`src/rtl/alu_op_sequencer.sv`:
```
// Multi-cycle sequencer in front of a combinational 64-bit ALU: latches a request, holds the ALU
// inputs for a per-opcode settle time, captures {HI,LO} and holds it until the consumer accepts.
module alu_op_sequencer #(
    parameter int BASE_CYCLES = 1,
    parameter int MUL_CYCLES  = 4,
    parameter int DIV_CYCLES  = 8
) (
    input  logic        clk,
    input  logic        reset,
    input  logic        req_valid,
    output logic        req_ready,
    input  logic [4:0]  req_opcode,
    input  logic [31:0] req_a,
    input  logic [31:0] req_b,
    output logic [31:0] alu_a,
    output logic [31:0] alu_b,
    output logic [4:0]  alu_opcode,
    input  logic [63:0] alu_result,
    output logic        resp_valid,
    input  logic        resp_ready,
    output logic [31:0] resp_hi,
    output logic [31:0] resp_lo,
    output logic        resp_err,
    output logic        busy
);

    localparam logic [1:0] ST_IDLE = 2'd0;
    localparam logic [1:0] ST_EXEC = 2'd1;
    localparam logic [1:0] ST_DONE = 2'd2;

    localparam int CNT_W  = 16;
    localparam int BASE_L = (BASE_CYCLES < 1) ? 1 : BASE_CYCLES;
    localparam int MUL_L  = (MUL_CYCLES  < 1) ? 1 : MUL_CYCLES;
    localparam int DIV_L  = (DIV_CYCLES  < 1) ? 1 : DIV_CYCLES;

    localparam logic [CNT_W-1:0] BASE_LOAD = CNT_W'(BASE_L - 1);
    localparam logic [CNT_W-1:0] MUL_LOAD  = CNT_W'(MUL_L - 1);
    localparam logic [CNT_W-1:0] DIV_LOAD  = CNT_W'(DIV_L - 1);

    localparam logic [4:0] OP_MUL = 5'b00011;
    localparam logic [4:0] OP_DIV = 5'b00100;

    logic [1:0]       state_r;
    logic [CNT_W-1:0] count_r;
    logic [31:0]      alu_a_r;
    logic [31:0]      alu_b_r;
    logic [4:0]       alu_opcode_r;
    logic [31:0]      resp_hi_r;
    logic [31:0]      resp_lo_r;
    logic             resp_err_r;
    logic             resp_valid_r;
    logic             req_ready_r;
    logic             busy_r;

    logic             reject_s;
    logic [CNT_W-1:0] load_s;

    function automatic logic is_legal(input logic [4:0] op);
        logic legal;
        case (op)
            5'b00001, 5'b00010, 5'b00011, 5'b00100, 5'b00101, 5'b00110,
            5'b00111, 5'b01000, 5'b01001, 5'b01010, 5'b01011,
            5'b01110, 5'b01111: legal = 1'b1;
            default:            legal = 1'b0;
        endcase
        return legal;
    endfunction

    // Request screening and settle-time selection for the opcode being offered
    always_comb begin
        reject_s = 1'b0;
        load_s   = BASE_LOAD;
        if (!is_legal(req_opcode)) begin
            reject_s = 1'b1;
        end else if ((req_opcode == OP_DIV) && (req_b == 32'd0)) begin
            reject_s = 1'b1;
        end else begin
            reject_s = 1'b0;
        end
        case (req_opcode)
            OP_MUL:  load_s = MUL_LOAD;
            OP_DIV:  load_s = DIV_LOAD;
            default: load_s = BASE_LOAD;
        endcase
    end

    // Sequencer state, settle counter, ALU input and result registers
    always_ff @(posedge clk) begin
        if (reset) begin
            state_r      <= ST_IDLE;
            count_r      <= {CNT_W{1'b0}};
            alu_a_r      <= 32'd0;
            alu_b_r      <= 32'd0;
            alu_opcode_r <= 5'd0;
            resp_hi_r    <= 32'd0;
            resp_lo_r    <= 32'd0;
            resp_err_r   <= 1'b0;
            resp_valid_r <= 1'b0;
            req_ready_r  <= 1'b1;
            busy_r       <= 1'b0;
        end else begin
            case (state_r)
                ST_IDLE: begin
                    if (req_valid) begin
                        alu_a_r     <= req_a;
                        alu_b_r     <= req_b;
                        req_ready_r <= 1'b0;
                        busy_r      <= 1'b1;
                        // Rejected ops bypass the ALU entirely so no undefined result can be captured
                        if (reject_s) begin
                            state_r      <= ST_DONE;
                            resp_hi_r    <= 32'd0;
                            resp_lo_r    <= 32'd0;
                            resp_err_r   <= 1'b1;
                            resp_valid_r <= 1'b1;
                        end else begin
                            state_r      <= ST_EXEC;
                            count_r      <= load_s;
                            alu_opcode_r <= req_opcode;
                        end
                    end
                end
                ST_EXEC: begin
                    if (count_r == {CNT_W{1'b0}}) begin
                        state_r      <= ST_DONE;
                        resp_hi_r    <= alu_result[63:32];
                        resp_lo_r    <= alu_result[31:0];
                        resp_err_r   <= 1'b0;
                        resp_valid_r <= 1'b1;
                        alu_opcode_r <= 5'd0;
                    end else begin
                        count_r <= count_r - {{(CNT_W-1){1'b0}}, 1'b1};
                    end
                end
                ST_DONE: begin
                    if (resp_ready) begin
                        state_r      <= ST_IDLE;
                        resp_valid_r <= 1'b0;
                        req_ready_r  <= 1'b1;
                        busy_r       <= 1'b0;
                    end
                end
                default: begin
                    state_r      <= ST_IDLE;
                    alu_opcode_r <= 5'd0;
                    resp_valid_r <= 1'b0;
                    req_ready_r  <= 1'b1;
                    busy_r       <= 1'b0;
                end
            endcase
        end
    end

    assign req_ready  = req_ready_r;
    assign alu_a      = alu_a_r;
    assign alu_b      = alu_b_r;
    assign alu_opcode = alu_opcode_r;
    assign resp_valid = resp_valid_r;
    assign resp_hi    = resp_hi_r;
    assign resp_lo    = resp_lo_r;
    assign resp_err   = resp_err_r;
    assign busy       = busy_r;

endmodule

```
`config.mk`:
```
export PLATFORM = sky130hd
export DESIGN_NAME = alu_op_sequencer
export DESIGN_NICKNAME = d
export VERILOG_FILES = /design/src/rtl/alu_op_sequencer.sv
export SDC_FILE = /design/constraint.sdc
export NUM_CORES = 1
export LEC_CHECK = 0
export ABC_AREA = 0
export ABC_CLOCK_PERIOD_IN_PS = 3600
export BUFFER_PORTS_ARGS = -buffer_cell sky130_fd_sc_hd__buf_2
export CAP_MARGIN = 20
export CORE_ASPECT_RATIO = 2
export CORE_MARGIN = 2
export CORE_UTILIZATION = 47
export DETAILED_ROUTE_END_ITERATION = 8
export PLACE_DENSITY = 0.81
export SLEW_MARGIN = 15
export SYNTH_ARGS = -nofsm -noshare
export SYNTH_HDL_FRONTEND = slang
export SYNTH_SLANG_ARGS = --single-unit
```
`constraint.sdc`:
```
create_clock -name clk -period 3.6 [get_ports clk]
set_clock_uncertainty 0.05 [all_clocks]
set_input_delay 0 -clock clk [delete_from_list [all_inputs] [get_ports clk]]
set_output_delay 0 -clock clk [all_outputs]
set_load 0.005 [all_outputs]
```
==> metrics list <==
* Status: finished clean
* Clock latency on the worst-skew pair: 400 ps
- Among all stages on the critical path, the largest delay is contributed by or4b_1.
- The worst hold path passes through 4 cells.
- For this design, the CTS-stage hold fixing added 136 buffers.
- Setup repair after global routing missed its margin: no
* Number of instances in the synthesized netlist: between 600 and 700
- Gates resized during post-CTS repair numbered 0.
- Entering global routing, the biggest net connects 90 pins.
- Global router's overall resource usage: between 30% and 40%
- For the pin with the worst max-slew slack, the measured transition is around 970 ps.
- Buffers inserted during clock tree synthesis total 17.
- At the end of the flow, the number of nets in the layout was around 1100.
- In this run the remaining antenna-violating nets after routing total 0.
- Summed over all nets, wire length on met3 after detailed routing comes to ~1900 um.
* Area of the die: around 13000 sq um
* Top fanout value on the critical path: 39
- The die is 81.9 um wide.
* PD cells: 737 nW/um^2
- Routability-driven placement finished with a final weighted congestion of 0.863.
* Worst reg2reg endpoint: resp_hi[19]
- Minimum setup slack among reg-to-reg paths: just over 800 ps
- Die outline height: around 160 um
* Start point of the worst min-delay path: req_opcode[4]
- Highest ir drop seen on vdd: between 0.5 and 0.6 mV
* Number of buffers and inverters on the critical path: 2
- The wire-length estimate of the detail-placed layout is 12400 um.
- Num Clock Sinks: 155
* Startpoint type of the worst setup path: flip-flop
- Number of flops mapped to enable cells by yosys: 0
* Detailed-router iteration count before antenna repair: 8
- TritonCTS built the clock tree.
- The path with the worst hold slack has its endpoint at alu_opcode[4].
* Initial core utilization: 48.4%
* First-pass GRT wire length: about 34000 um
* Met2 WL post-DR: about 11000 um
- Total wire length: roughly 22000 um
* Library cell used as clock root buffer: clkbuf_16
- By area the synthesized netlist is led by dfxtp_1 54%, nand2_1 10%, a22o_1 9.8%.
- Quantity of I/O buffers inserted on ports: about 270
* Core Footprint: around 12000 sq um
- Number of antenna violations at the first check in global routing: 1
- Once the clock tree was built, the setup fixing pass inserted 0 buffers.
- The via count of the first global-routing pass is about 6700.
- Fraction of synthesized cell area taken by the top area cell type: a little over half
- For this run, the slowest stage of the critical path takes between 500 and 600 ps.
* Share of the cycle needed by the critical path after routing: between 70% and 80%
- Cell accounting for the most synthesized area: dfxtp_1
* Flip-flop and latch count after synthesis: around 160
* Buffers from clock root to sink, at most: 2
* Hold violation total from the final report: 0
* Wire length per cell: between 15 and 20 um
- Tightest slew margin relative to the limit: between 30% and 40%
- Of the synthesized area, sequential elements account for a little over half.
* Via count: 6578
* Crit path kind: reg -> reg
- Async S/R FF share, synth: 0%
* Number of cells traversed by the worst register-to-register path: 9
* Sum Neg Setup Slack: 0 ps
* Count of synthesis-stage warnings from yosys: 0
- Required arrival time at the worst endpoint: around 3900 ps
* Gate family responsible for the most delay along the worst path: simple AND/OR/NAND/NOR gates
* Total number of H-tree levels: 4
- Fraction of final layout cells with drive strength greater than 1: between 30% and 40%
- The first routing iteration left about 410 violations.
- Counting distinct cell types in the post-synthesis netlist gives 50.
- Worst hold path type: in -> reg
- Data arrival time of the critical path: between 3000 and 4000 ps
- Max-slew violations: 0
- Summed over all layers, the global routing overflow is 0.
- Crit-path cells: inv_1 > ha_1 > or4b_1 > nor4_4 > and2_1 > o22ai_1 > and2_2 > buf_12 > a22o_1
* M1 WL: approximately 7700 um
* Beginning of the worst register-to-register path: count_r[0]
- approximately 270 I/O pins were placed.
* Final-report setup violation count: 0
- Mean instance size in the synthesized netlist: ~9 sq um
- Cells fill roughly 77% of the core in the end.
* Uppermost signal routing layer after detailed routing: met4
- Crit end category: flip-flop
* Post-layout minimum cycle time: 2790 ps
- The tool flagged a number of max-cap violations equal to 0.
- Leakage power of the design: approximately 4.2 nW
- Via density per instance: roughly 5.6
* Synthesis-to-finish area growth: 58.5%
* Highest achievable clock rate: between 0.3 and 0.4 GHz
- Post-synthesis cell area: approximately 5700 sq um
- After detailed routing, the number of remaining DRC violations is 0.
- Top FF cell, synth: dfxtp_1
- Core Rows: 56
- Counting every net in the synthesized netlist gives 754.
- Clock edge transition at the registers on the reported setup and hold paths: approximately 70 ps
-- worst max-delay path by stage --
stage | start | endpoint | slack (ps) | depth (start not counted)
finish | count_r[0] | resp_hi[19] | 810 | 9
global placement | count_r[0] | resp_lo[23] | 820 | 8
global route | count_r[0] | resp_hi[11] | 670 | 9
floorplan | count_r[0] | resp_hi[0] | 1220 | 10
CTS | count_r[0] | resp_hi[19] | 770 | 8
detailed placement | count_r[0] | resp_hi[19] | 780 | 8
-- cells in the final DEF, fill, tap and decap left out, types with 5 or more instances in the layout --
cell type	instances
a21oi_1	79
a22o_1	64
a31oi_1	7
buf_2	273
buf_4	5
clkbuf_16	17
dfxtp_1	155
dlygate4sd3_1	136
nand2_1	151
nor2_1	19
nor3_1	10
nor4_1	13
o21ai_0	8
-- logic make-up after synthesis --
logic type                 share of synthesized area, %
DFF                                                54.5
and+or+nand+nor                                    17.8
adders and majority gates                         0.439
muxes                                             0.176
buffers and inverters                              4.26
AOI/OAI and AO/OA                                  22.9
-- power breakdown --
| part | switching [W] | total [W] | internal [W] |
|---|---|---|---|
| logic | 0.00146 | 0.00251 | 0.00105 |
| registers | 0.000311 | 0.00242 | 0.00211 |
| clock network | 0.000755 | 0.00172 | 0.000970 |
-- layer usage --
metal | track usage (%) | up-vias
li1 | - | 2986
met1 | 33.2 | 3050
met2 | 58.7 | 440
met3 | 8.70 | 102
met4 | 21.2 | 0
met5 | 0 | -
-- state kept, by name (all words and copies together) (netlist names) --
name and flops:
alu_a 32, alu_b 32, resp_hi 32, resp_lo 32, count_r 16, alu_opcode 5
state_r 2, busy 1, req_ready 1, resp_err 1, resp_valid 1
-- metrics by stage --
step	power, W	setup WS [ps]	std cells	instance area, sq um	hold slack [ps]
6_report	0.00666	814	1165	9030	29.9
5_1_grt	0.00700	668	1165	9030	72.1
4_1_cts	0.00654	769	1163	9010	6.08
3_5_place_dp	0.00468	780	996	7080	164
3_3_place_gp	0.00463	816	996	7080	159
2_1_floorplan	0.00394	1220	615	5700	75.5
-- worst register-to-register path: cells and delay by family (launching register included) --
kind | cells | cell delay, ps
compound gates | 2 | 380
simple gates | 4 | 1380
flops | 1 | 340
buf+inv | 2 | 370
fa+ha+maj | 1 | 160
-- cell usage after synthesis (2+ instances only) --
library cell,count
inv_1,4
nor3_1,10
or2_2,2
nor2_1,19
ha_1,2
a22o_1,64
and3_1,4
nor4_1,13
clkbuf_1,22
o21ai_0,8
and2_1,3
nand2_1,152
nand2b_1,3
dfxtp_1,155
buf_6,7
or3_1,4
nand4_1,3
a32o_1,4
a311oi_2,4
nand3_1,3
a211oi_1,3
a31oi_1,7
or4_1,2
and4_1,2
buf_1,5
a21oi_1,79
buf_2,8
-- layout make-up --
class | instances | area (sq um)
Fill cell | 718 | 2740
Inverter | 4 | 15.0
Clock buffer | 18 | 429
Sequential cell | 155 | 3100
Timing Repair Buffer | 416 | 2810
Multi-Input combinational cell | 413 | 2360
Clock inverter | 13 | 136
Antenna cell | 1 | 2.50
Tap cell | 145 | 181
No activity file was read; power rests on OpenSTA's default activity.
